$ cat src/rtl/ls_pkg.sv
// Shared definitions for the load/store sequencer:
// opcodes, size codes, state encoding and decode helpers.
package ls_pkg;

    localparam logic [5:0] OP_LB = 6'h20;
    localparam logic [5:0] OP_LH = 6'h21;
    localparam logic [5:0] OP_LW = 6'h23;
    localparam logic [5:0] OP_SB = 6'h28;
    localparam logic [5:0] OP_SH = 6'h29;
    localparam logic [5:0] OP_SW = 6'h2b;

    typedef enum logic [1:0] {
        SZ_WORD = 2'b00,
        SZ_HALF = 2'b01,
        SZ_BYTE = 2'b10
    } size_e;

    typedef enum logic [2:0] {
        S_IDLE    = 3'd0,
        S_RD_WAIT = 3'd1,
        S_RD_CAP  = 3'd2,
        S_WB      = 3'd3,
        S_WR_WAIT = 3'd4,
        S_DONE    = 3'd5,
        S_FAULT   = 3'd6
    } state_e;

    function automatic logic ls_supported(input logic [5:0] op);
        return op == OP_LB || op == OP_LH || op == OP_LW ||
               op == OP_SB || op == OP_SH || op == OP_SW;
    endfunction

    function automatic logic ls_is_load(input logic [5:0] op);
        return op == OP_LB || op == OP_LH || op == OP_LW;
    endfunction

    function automatic logic ls_misaligned(input logic [5:0] op,
                                           input logic [1:0] addr_lo);
        logic word;
        logic half;
        word = op == OP_LW || op == OP_SW;
        half = op == OP_LH || op == OP_SH;
        return (word && addr_lo != 2'b00) || (half && addr_lo[0]);
    endfunction

    function automatic size_e ls_size(input logic [5:0] op);
        if (op == OP_LB || op == OP_SB) return SZ_BYTE;
        if (op == OP_LH || op == OP_SH) return SZ_HALF;
        return SZ_WORD;
    endfunction

endpackage

$ cat src/rtl/ls_wait_counter.sv
// 4-bit memory wait-state down-counter; expired flags a zero count.
// Load wins over enable; the count saturates at zero.
module ls_wait_counter (
    input  logic       clk,
    input  logic       rst_n,
    input  logic       load,
    input  logic [3:0] load_val,
    input  logic       en,
    output logic       expired
);

    logic [3:0] cnt_q;
    logic [3:0] cnt_d;

    always_comb begin
        cnt_d = cnt_q;
        if (load) begin
            cnt_d = load_val;
        end else if (en && cnt_q != 4'd0) begin
            cnt_d = cnt_q - 4'd1;
        end
    end

    always_ff @(posedge clk or negedge rst_n) begin
        if (!rst_n) begin
            cnt_q <= 4'd0;
        end else begin
            cnt_q <= cnt_d;
        end
    end

    assign expired = cnt_q == 4'd0;

endmodule

$ cat src/rtl/ls_sequencer.sv
// Multicycle load/store sequencer for the MIPS datapath.
// Byte/half stores run as read-modify-write through the MDR.
module ls_sequencer
    import ls_pkg::*;
#(
    parameter int MEM_LAT = 3,
    parameter int OPC_W   = 6
) (
    input  logic             clk,
    input  logic             reset,
    input  logic             start,
    input  logic [OPC_W-1:0] opcode,
    input  logic [1:0]       addr_lo,
    output logic             busy,
    output logic             done,
    output logic             fault,
    output logic             mem_addr_sel,
    output logic             mem_wr,
    output logic             mdr_wr,
    output logic             reg_wr,
    output logic [1:0]       size,
    output logic [1:0]       offset
);

    state_e     state_q, state_d;
    logic       load_q, load_d;
    logic       busy_q, busy_d;
    logic       done_q, done_d;
    logic       fault_q, fault_d;
    logic       sel_q, sel_d;
    logic       mem_wr_q, mem_wr_d;
    logic       mdr_wr_q, mdr_wr_d;
    logic       reg_wr_q, reg_wr_d;
    logic [1:0] size_q, size_d;
    logic [1:0] offset_q, offset_d;
    logic       cnt_load;
    logic       cnt_en;
    logic       expired;
    logic [5:0] op;

    assign op = 6'(opcode);

    ls_wait_counter u_wait (
        .clk      (clk),
        .rst_n    (reset),
        .load     (cnt_load),
        .load_val (4'(MEM_LAT - 1)),
        .en       (cnt_en),
        .expired  (expired)
    );

    always_comb begin
        state_d = state_q;
        load_d  = load_q;
        cnt_en  = 1'b0;
        unique case (state_q)
            S_IDLE: begin
                if (start) begin
                    load_d = ls_is_load(op);
                    if (!ls_supported(op) || ls_misaligned(op, addr_lo))
                        state_d = S_FAULT;
                    else if (op == OP_SW)
                        state_d = S_WR_WAIT;
                    else
                        state_d = S_RD_WAIT;
                end
            end
            S_RD_WAIT: begin
                if (expired) state_d = S_RD_CAP;
                else         cnt_en  = 1'b1;
            end
            S_RD_CAP:  state_d = load_q ? S_WB : S_WR_WAIT;
            S_WB:      state_d = S_DONE;
            S_WR_WAIT: begin
                if (expired) state_d = S_DONE;
                else         cnt_en  = 1'b1;
            end
            S_DONE:    state_d = S_IDLE;
            S_FAULT:   state_d = S_IDLE;
            default:   state_d = S_IDLE;
        endcase
    end

    assign cnt_load = state_d != state_q &&
                      (state_d == S_RD_WAIT || state_d == S_WR_WAIT);

    // Outputs are decoded from the next state so they register with it.
    always_comb begin
        busy_d   = state_d != S_IDLE;
        done_d   = state_d == S_DONE || state_d == S_FAULT;
        fault_d  = state_d == S_FAULT;
        sel_d    = state_d == S_RD_WAIT || state_d == S_RD_CAP ||
                   state_d == S_WR_WAIT;
        mem_wr_d = state_d == S_WR_WAIT;
        mdr_wr_d = state_d == S_RD_CAP;
        reg_wr_d = state_d == S_WB;
        size_d   = size_q;
        offset_d = offset_q;
        if (state_d == S_IDLE) begin
            size_d   = 2'b00;
            offset_d = 2'b00;
        end else if (state_q == S_IDLE) begin
            size_d   = ls_size(op);
            offset_d = addr_lo;
        end
    end

    always_ff @(posedge clk or negedge reset) begin
        if (!reset) begin
            state_q  <= S_IDLE;
            load_q   <= 1'b0;
            busy_q   <= 1'b0;
            done_q   <= 1'b0;
            fault_q  <= 1'b0;
            sel_q    <= 1'b0;
            mem_wr_q <= 1'b0;
            mdr_wr_q <= 1'b0;
            reg_wr_q <= 1'b0;
            size_q   <= 2'b00;
            offset_q <= 2'b00;
        end else begin
            state_q  <= state_d;
            load_q   <= load_d;
            busy_q   <= busy_d;
            done_q   <= done_d;
            fault_q  <= fault_d;
            sel_q    <= sel_d;
            mem_wr_q <= mem_wr_d;
            mdr_wr_q <= mdr_wr_d;
            reg_wr_q <= reg_wr_d;
            size_q   <= size_d;
            offset_q <= offset_d;
        end
    end

    assign busy         = busy_q;
    assign done         = done_q;
    assign fault        = fault_q;
    assign mem_addr_sel = sel_q;
    assign mem_wr       = mem_wr_q;
    assign mdr_wr       = mdr_wr_q;
    assign reg_wr       = reg_wr_q;
    assign size         = size_q;
    assign offset       = offset_q;

endmodule
$ cat config.mk
export PLATFORM = sky130hd
export DESIGN_NAME = ls_sequencer
export DESIGN_NICKNAME = d
export VERILOG_FILES = /design/src/rtl/ls_pkg.sv /design/src/rtl/ls_wait_counter.sv /design/src/rtl/ls_sequencer.sv
export SDC_FILE = /design/constraint.sdc
export NUM_CORES = 1
export LEC_CHECK = 0
export BUFFER_PORTS_ARGS = -buffer_cell sky130_fd_sc_hd__buf_2
export CAP_MARGIN = 30
export CORE_MARGIN = 2
export CORE_UTILIZATION = 56
export DETAILED_ROUTE_END_ITERATION = 10
export PLACE_DENSITY = 0.92
export SYNTH_ARGS = -nofsm -noshare
export SYNTH_HDL_FRONTEND = slang
export SYNTH_SLANG_ARGS = --single-unit
$ cat constraint.sdc
create_clock -name clk -period 3.38 [get_ports clk]
set_input_delay 0.676 -clock clk [delete_from_list [all_inputs] [get_ports clk]]
set_output_delay 0.676 -clock clk [all_outputs]
set_load 0.02 [all_outputs]
==> results.yml, run 1 <==
run_status:
  status: "completed"
timing:
  drv_slew: 0
  setup_slack_ps: 1330
  max_freq_ghz: 0.487
  min_period_over_period: 0.607
  tns_ps: 0
  fin_crit_ps: 2050
  slew_headroom: 0.593
  hold-worst-slack_ps: 286
  setup_viol: 0
  finClkSkew_ps: 8.36
  tightest_slew_ps: 606
  rsz0062_at_grt: "false"
  finalHoldViolCount: 0
synth:
  ys_seq_area_frac: 0.482
  synth-async-reset-ratio: 1.00
  ys_seq_elements: 19
  avgSynthCellArea_um2: 10.7
  syn-num-nets: 105
  yosys_warnings: 0
  ys_types: 36
  synthesis.area_um2: 986
  ys.flop_type: "dfrtp_1"
  syn_inst: 92
  synth_edf_count: 0
route:
  vias: 748
  drt_iter0_markers: 7
  wl_mm: 1.85
  first_pass_iters: 4
  drc: 0
  via_per_inst: 5.67
  final_antenna_net_count: 0
  post_drt_wl_per_cell_um: 14.0
cts:
  cts_setup_buffers: 0
  clk_latency_ps: 300
  cts_hold_buf: 0
  cts_tree: "yes"
  cts_sinks: 19
  post_cts_resized: 0
  cts_buffer_depth: 2
  cts.clk_slew.worst_paths_ps: 110
  numCtsBuffers: 3
  cts_root_buffer: "clkbuf_4"
  htree_levels: 1
floorplan:
  coreArea_um2: 1690
  io_pins: 22
  start_util: 0.584
  rows: 15
  die_h_um: 46.0
  die_x_um: 46.0
  die-area_um2: 2110
layout:
  n_antenna_cell: 0
  layout_common_cells: "buf_2 (21), dfrtp_1 (19), nand2_1 (11)"
  n_fill_cell: 133
  final_common_cell: "buf_2"
  drive_above_1_share: 0.304
  syn_to_final_growth_pct: 13.2
  nNetsFinal: 129
  stdcell_count: 132
worst_setup_path:
  cp-start-kind: "flop"
  crit_path_max_incr_delay_ps: 490
  required_ps: 3580
  cp.arrival_ps: 2250
  path_cells: "inv_1 -> ha_1 -> or4b_4 -> o22ai_1 -> a311oi_2 -> o221a_4 -> nand2b_4"
  end_kind: "flop"
  path_class: "flop to flop"
  crit_buf_inv: 1
  cp_top_family: "compound AO/OA/AOI/OAI gates"
  worstPathMaxFanout: 4
  cp_slowest_cell: "or4b_4"
power_and_ir_drop:
  p_per_area_nw_per_um2: 936
  ir_worst_vdd_v: 0.000497
  p_switching_uw: 444
  p_leak_uw: 0.000554
  internal_power_uw: 601
  p_total_uw: 1050
  p_sw_frac: 0.425
  comb_power_share: 0.532
  clock_power_share: 0.109
  p_seq_frac: 0.358
global_route:
  globalRouteOverflowTotal: 0
  grt_pass1_vias: 729
  grt_usage: 0.212
  grt_pass1_wl_mm: 3.09
  grt_max_degree: 20
  antenna_found_initial: 0
place:
  gp_congestion: 0.915
  dp.cells: 128
  pre_cts_ws_ps: 1100
  io_buffer_count: 21
  hpwl_mm: 1.45
hold_path:
  hold_class: "input port to async pin"
run:
  maxCapViolations: 0
final timing paths:
check / endpoint / depth (start not counted) / slack [ps] / from
setup / recovery: u_wait.cnt_q[1] / 7 / 1330 / u_wait.cnt_q[0]
hold / removal: u_wait.cnt_q[1] / 1 / 290 / reset
setup reg to reg: u_wait.cnt_q[1] / 7 / 1330 / u_wait.cnt_q[0]
hold reg to reg: size[0] / 2 / 530 / size[0]
max in group asynchronous: done / 1 / 2800 / reset
min in group clk: size[0] / 2 / 530 / size[0]
logic make-up (layout without fill, tap and decap cells):
| group | Yosys count | after routing | share of synthesized area |
|---|---|---|---|
| xor+xnor | 3 | 3 | 0.0267 |
| compound gates | 19 | 19 | 0.157 |
| simple gates | 39 | 39 | 0.230 |
| fa+ha+maj | 2 | 2 | 0.0254 |
| buf+inv | 7 | 30 | 0.0419 |
| flops | 19 | 19 | 0.482 |
| mux | 3 | 3 | 0.0368 |
worst register-to-register path, cell delays in order (launching register included):
cell	delay, ps
dfrtp_1	430
inv_1	90
ha_1	170
or4b_4	490
o22ai_1	200
a311oi_2	100
o221a_4	340
nand2b_4	140
stage by stage:
stage / util / cell area [um^2]
2_1_floorplan: - / 986
5_1_grt: 0.661 / 1120
4_1_cts: 0.661 / 1120
6_report: 0.661 / 1120
3_3_place_gp: 0.645 / 1090
3_5_place_dp: 0.645 / 1090
per-layer routing:
layer | share of wire | GRT usage | vias to the layer above
li1 | - | - | 368
met1 | 0.42 | 0.258 | 354
met2 | 0.52 | 0.350 | 21
met3 | 0.042 | 0.0278 | 5
met4 | 0.024 | 0.131 | 0
met5 | 0 | 0 | -
power by group through the flow:
stage	registers (uW)	logic (uW)	clock network (uW)
3_3_place_gp	371	536	0
4_1_cts	372	560	115
3_5_place_dp	377	558	0
5_1_grt	387	612	125
6_report	374	556	114
2_1_floorplan	394	429	0
sequential cells by signal, summed over array words and instances (netlist names):
register      cells
offset            2
reg_wr            1
done              1
mem_addr_sel      1
busy              1
fault             1
size              2
load_q            1
state_q           3
mdr_wr            1
mem_wr            1
u_wait.cnt_q      4
final cells by class:
class / instances / area, um^2 / share of cell area
Sequential cell: 19 / 475 / 0.426
Inverter: 5 / 18.8 / 0.0168
Multi-Input combinational cell: 66 / 469 / 0.420
Clock buffer: 4 / 26.3 / 0.0235
Timing Repair Buffer: 21 / 105 / 0.0942
Tap cell: 17 / 21.3 / 0.0191
cell usage after synthesis, types with 2 or more instances:
| cell | count | area (um^2) |
|---|---|---|
| o22ai_1 | 2 | 12.5 |
| or4b_4 | 2 | 27.5 |
| or3_1 | 2 | 12.5 |
| nor3_1 | 3 | 15.0 |
| inv_1 | 5 | 18.8 |
| o21ai_0 | 4 | 20.0 |
| and2_1 | 2 | 12.5 |
| xor2_1 | 2 | 17.5 |
| nand2_1 | 11 | 41.3 |
| ha_1 | 2 | 25.0 |
| dfrtp_1 | 19 | 475 |
| a21oi_1 | 4 | 20.0 |
| nor2_1 | 7 | 26.3 |
| nand3_1 | 2 | 10.0 |
| buf_6 | 2 | 22.5 |
| nand2b_1 | 3 | 18.8 |
No activity file was read; power rests on OpenSTA's default activity.
==> run 2: changes to the inputs <==
- CORE_UTILIZATION: 56 -> 52
- PLACE_DENSITY: 0.92 -> 0.87
- clock period: 3.38 -> 1.9 ns (I/O delays scaled with it)
==> run 2 against run 1 <==
Utilization up 4.2 points. Routed wire length up 6.4%. Non-clock buffer count up 10. Power up 100%. Largest power group unchanged. Sequential power up 63%. Critical path type unchanged. The run now ends with negative setup slack left. Sequential share of layout area down 4.3 points. Cell area up 11%. Flip-flop and latch count unchanged. Clock skew down 7.4 ps. Combinational power up 140%.
==> results.yml, run 2 (synthesized netlist as in run 1, its figures left out) <==
run_status:
  status: "complete, but fails checks"
  violations: "negative setup slack"
worst_setup_path:
  r2r-start: "u_wait.cnt_q[1]"
  startpoint: "u_wait.cnt_q[1]"
  cp_slowest_cell: "or4b_4"
  cp.arrival_ps: 2100
  cp_num_cells: 7
  cp-start-kind: "flop"
  required_ps: 2080
  r2r_cells: 7
  path_class: "flop to flop"
  crit_path_max_incr_delay_ps: 490
  end_kind: "flop"
  rrSetupSlack_ps: -20
  crit_buf_inv: 1
  worstPathMaxFanout: 4
  cp_top_family: "simple AND/OR/NAND/NOR gates"
  r2r-end: "u_wait.cnt_q[1]"
  path_cells: "inv_2 -> ha_4 -> or4b_4 -> o22ai_4 -> a311oi_4 -> o221a_4 -> nand2b_4"
layout:
  n_antenna_cell: 0
  n_fill_cell: 134
  reg_top3: "u_wait.cnt_q x4, state_q x3"
  multi_input_area_um2: 508
  regMostFlops: "u_wait.cnt_q"
  layout_common_cells: "buf_2 (21), dfrtp_1 (19), nand2_1 (11)"
  ff_latch_area_um2: 475
  syn_to_final_growth_pct: 25.8
  largest_reg_flops: 4
  drive_above_1_share: 0.400
  fin_area_um2: 1240
  stdcell_count: 150
  nNetsFinal: 139
  final_common_cell: "buf_2"
hold_path:
  hold_class: "input port to async pin"
route:
  via_per_inst: 5.19
  final_antenna_net_count: 0
  drc: 0
  post_drt_wl_per_cell_um: 13.1
  vias: 779
  drt_iter0_markers: 12
  first_pass_iters: 4
  wl_mm: 1.97
power_and_ir_drop:
  p_sw_frac: 0.412
  clock_power_share: 0.091
  p_seq_frac: 0.288
  p_per_area_nw_per_um2: 1710
  p_switching_uw: 873
  ir_worst_vdd_v: 0.00108
  p_leak_uw: 0.000604
  comb_power_share: 0.620
  internal_power_uw: 1240
cts:
  clk_latency_ps: 290
  cts_hold_buf: 0
  cts.clk_slew.worst_paths_ps: 90
  cts_tree: "yes"
  cts_buffer_depth: 2
  numCtsBuffers: 3
  cts_sinks: 19
  htree_levels: 1
  cts_root_buffer: "clkbuf_4"
timing:
  rsz0062_at_grt: "true"
  setup_slack_ps: -20.8
  hold-worst-slack_ps: 8.55
  setup_viol: 1
  drv_slew: 0
  tns_ps: -20.8
  fin_crit_ps: 1920
  finClkSkew_ps: 0.973
  finalHoldViolCount: 0
  min_period_over_period: 1.01
  tightest_slew_ps: 468
  slew_headroom: 0.685
  max_freq_ghz: 0.521
floorplan:
  coreArea_um2: 1760
  rows: 15
  io_pins: 22
  die-area_um2: 2260
  die_h_um: 47.5
  start_util: 0.559
  die_x_um: 47.5
place:
  place_area_um2: 1170
  hpwl_mm: 1.50
  io_buffer_count: 21
  pre_cts_ws_ps: -56.0
  gp_congestion: 0.945
  dp.cells: 145
global_route:
  grt_pass1_wl_mm: 3.19
  grt_max_degree: 20
  globalRouteOverflowTotal: 0
  grt_pass1_vias: 727
  grt_usage: 0.204
  antenna_found_initial: 0
run:
  maxCapViolations: 0
-- run 2: worst max path at each step --
stage / endpoint / slack, ps
floorplan: u_wait.cnt_q[1] / 20
global placement: u_wait.cnt_q[1] / 7
CTS: u_wait.cnt_q[1] / -20
detailed placement: u_wait.cnt_q[1] / -60
finish: u_wait.cnt_q[1] / -20
global route: u_wait.cnt_q[1] / -70
-- run 2: worst register-to-register path: stages, from the launching register on --
cell and delay, ps:
dfrtp_1 420, inv_2 90, ha_4 120, or4b_4 490, o22ai_4 190, a311oi_4 70, o221a_4 300, nand2b_4 130
-- run 2: layout make-up --
cell class                 instances  area share
clock buffer                       4      0.0212
inverter                           5      0.0151
multi-input combinational         66       0.410
sequential                        19       0.383
tap                               25      0.0252
timing repair buffer              31       0.145
-- run 2: stage by stage --
step                      total power [uW]  utilization
after floorplan                       1460            -
after global placement                1770        0.662
after CTS                             2040        0.680
after global routing                  2270        0.703
final                                 2120        0.703
after detailed placement              1820        0.662
-- run 2: power by group through the flow --
stage	clock, uW	sequential (uW)	combinational (uW)
after CTS	202	608	1230
after global routing	214	628	1430
after floorplan	0	701	762
after detailed placement	0	616	1200
after global placement	0	612	1160
final	194	610	1310
-- run 2: metal layers --
layer	up-vias	GRT usage	share of wire
li1	388	-	-
met1	367	0.286	0.47
met2	20	0.319	0.48
met3	4	0.0226	0.035
met4	0	0.0973	0.013
met5	-	0	0
-- run 2: timing repair --
action	CTS	global route
gates cloned	0	0
setup buffers	0	1
endpoints found under the hold margin	0	0
setup endpoints to repair	6	10
pin swaps	2	3
gates resized for setup	3	6
==> run 3: changes to the inputs <==
- ABC_AREA: unset -> 1
- CORE_ASPECT_RATIO: unset -> 1.5
- CORE_UTILIZATION: 52 -> 53
==> run 3 against run 2 <==
Worst hold slack lost 20 ps. The run ends with negative hold slack left. Cell count grew 18%. Synthesized area grew 9.3%. Highest routed layer unchanged. Combinational power shrank 18%. Maximum frequency grew 13%. Clock power grew 5%.
==> results.yml, run 3 <==
run_status:
  status: "complete, but fails checks"
  violations: "negative hold slack"
synth:
  synth_top_area_cell: "dfrtp_1"
  avgSynthCellArea_um2: 8.29
  synth_commonest_cells: "nand2_1 (23), inv_1 (20), dfrtp_1 (19)"
  syn_inst: 130
  synth_edf_count: 0
  ys.flop_type: "dfrtp_1"
  ys_seq_elements: 19
  synthesis.area_um2: 1080
  yosys_warnings: 0
  synth_area_leaders: "dfrtp_1 (44%), nand2_1 (8.0%), inv_1 (7.0%), nor2_1 (5.2%), nand3_1 (4.2%)"
  synth_top_area_share: 0.441
  synthMostInstantiatedCell: "nand2_1"
  synth-async-reset-ratio: 1.00
  ys_types: 27
  ys_seq_area_frac: 0.441
  syn-num-nets: 143
floorplan:
  start_util: 0.545
  die_h_um: 59.2
  rows: 20
  coreArea_um2: 1980
  io_pins: 22
  die-area_um2: 2420
  die_x_um: 40.8
worst_setup_path:
  path_cells: "inv_1 -> ha_1 -> nand2_1 -> nor2_1 -> nor2_1 -> a21oi_1 -> nor2_1 -> nand2_2 -> nand2_1 -> nand2_1"
  path_class: "flop to flop"
  required_ps: 2090
  r2r-start: "u_wait.cnt_q[1]"
  cp.arrival_ps: 1900
  cp_slowest_cell: "dfrtp_1"
  r2r-end: "u_wait.cnt_q[1]"
  crit_path_max_incr_delay_ps: 400
  end_kind: "flop"
  rrSetupSlack_ps: 200
  cp_top_family: "simple AND/OR/NAND/NOR gates"
  cp-start-kind: "flop"
  r2r_cells: 10
  worstPathMaxFanout: 4
  crit_buf_inv: 1
route:
  first_pass_iters: 4
  drc: 0
  via_per_inst: 5.20
  post_drt_wl_per_cell_um: 11.9
  final_antenna_net_count: 0
  vias: 920
  wl_mm: 2.10
  drt_iter0_markers: 30
layout:
  final_common_cell: "nand2_1"
  n_fill_cell: 166
  nNetsFinal: 169
  layout_common_cells: "nand2_1 (23), buf_2 (21), inv_1 (20)"
  reg_top3: "u_wait.cnt_q x4, state_q x3"
  n_antenna_cell: 0
  largest_reg_flops: 4
  syn_to_final_growth_pct: 14.9
  drive_above_1_share: 0.297
  regMostFlops: "u_wait.cnt_q"
cts:
  clk_latency_ps: 300
  cts_tree: "yes"
  cts_sinks: 19
  post_cts_resized: 0
  numCtsBuffers: 3
  cts_setup_buffers: 0
  htree_levels: 1
  cts_hold_buf: 0
  cts_buffer_depth: 2
  cts.clk_slew.worst_paths_ps: 110
  cts_root_buffer: "clkbuf_4"
place:
  hpwl_mm: 1.66
  gp_congestion: 0.929
  pre_cts_ws_ps: 247
  io_buffer_count: 21
power_and_ir_drop:
  comb_power_share: 0.568
  p_switching_uw: 933
  internal_power_uw: 972
  p_per_area_nw_per_um2: 1540
  ir_worst_vdd_v: 0.000621
  p_total_uw: 1900
  p_seq_frac: 0.325
  p_leak_uw: 0.000690
  clock_power_share: 0.107
  p_sw_frac: 0.490
global_route:
  grt_usage: 0.205
  globalRouteOverflowTotal: 0
  antenna_found_initial: 0
  grt_pass1_wl_mm: 3.31
  grt_pass1_vias: 809
  grt_max_degree: 20
hold_path:
  hold_class: "input port to async pin"
timing:
  min_period_over_period: 0.897
  tns_ps: 0
  slew_headroom: 0.728
  fin_crit_ps: 1700
  tightest_slew_ps: 409
  max_freq_ghz: 0.587
  setup_viol: 0
  finalHoldViolCount: 19
  hold-worst-slack_ps: -11.0
  rsz0062_at_grt: "false"
  setup_slack_ps: 195
  finClkSkew_ps: 6.87
  drv_slew: 0
run:
  maxCapViolations: 0
run 3: final cells by class:
cell class / instances / area, um^2 / share of cell area
multi-input cells: 89 / 519 / 0.420
flip-flops and latches: 19 / 475 / 0.384
repair buffers: 21 / 105 / 0.0849
inverters: 22 / 82.6 / 0.0667
well taps: 22 / 27.5 / 0.0222
clock buffers: 3 / 22.5 / 0.0182
clock inverters: 1 / 5.00 / 0.00404
run 3: power by group through the flow:
stage | clock network (uW) | logic, uW | registers (uW)
floorplan | 0 | 765 | 700
global placement | 0 | 1050 | 626
detailed placement | 0 | 1080 | 630
CTS | 205 | 1090 | 621
global route | 231 | 1200 | 635
finish | 204 | 1080 | 620
run 3: through the flow:
step	util	area [um^2]	instances
after floorplan	-	1080	130
after detailed placement	0.612	1210	173
after CTS	0.626	1240	177
final	0.626	1240	177
after global placement	0.612	1210	173
after global routing	0.626	1240	177
run 3: cell families (layout without fill, tap and decap cells):
| family | Yosys count | in the layout | synth area share |
|---|---|---|---|
| adders and majority gates | 2 | 2 | 0.0232 |
| and+or+nand+nor | 69 | 69 | 0.354 |
| AOI/OAI and AO/OA | 16 | 16 | 0.0883 |
| xor gates and xnor gates | 2 | 2 | 0.0163 |
| buffers and inverters | 22 | 47 | 0.0767 |
| DFF | 19 | 19 | 0.441 |
run 3: per-layer routing:
layer | up-vias | global-route usage | routed length, um
li1 | 463 | - | -
met1 | 417 | 0.212 | 780
met2 | 33 | 0.359 | 1160
met3 | 7 | 0.0338 | 110
met4 | 0 | 0.114 | 55
met5 | - | 0 | 0
run 3: how the worst max path moves through the flow:
stage / start / endpoint / slack, ps / cells past startpoint
2_1_floorplan: u_wait.cnt_q[0] / offset[0] / 420 / 9
3_3_place_gp: u_wait.cnt_q[0] / offset[1] / 310 / 9
3_5_place_dp: u_wait.cnt_q[0] / offset[1] / 250 / 9
4_1_cts: u_wait.cnt_q[1] / u_wait.cnt_q[1] / 210 / 10
5_1_grt: u_wait.cnt_q[0] / offset[0] / 50 / 9
6_report: u_wait.cnt_q[1] / u_wait.cnt_q[1] / 200 / 10
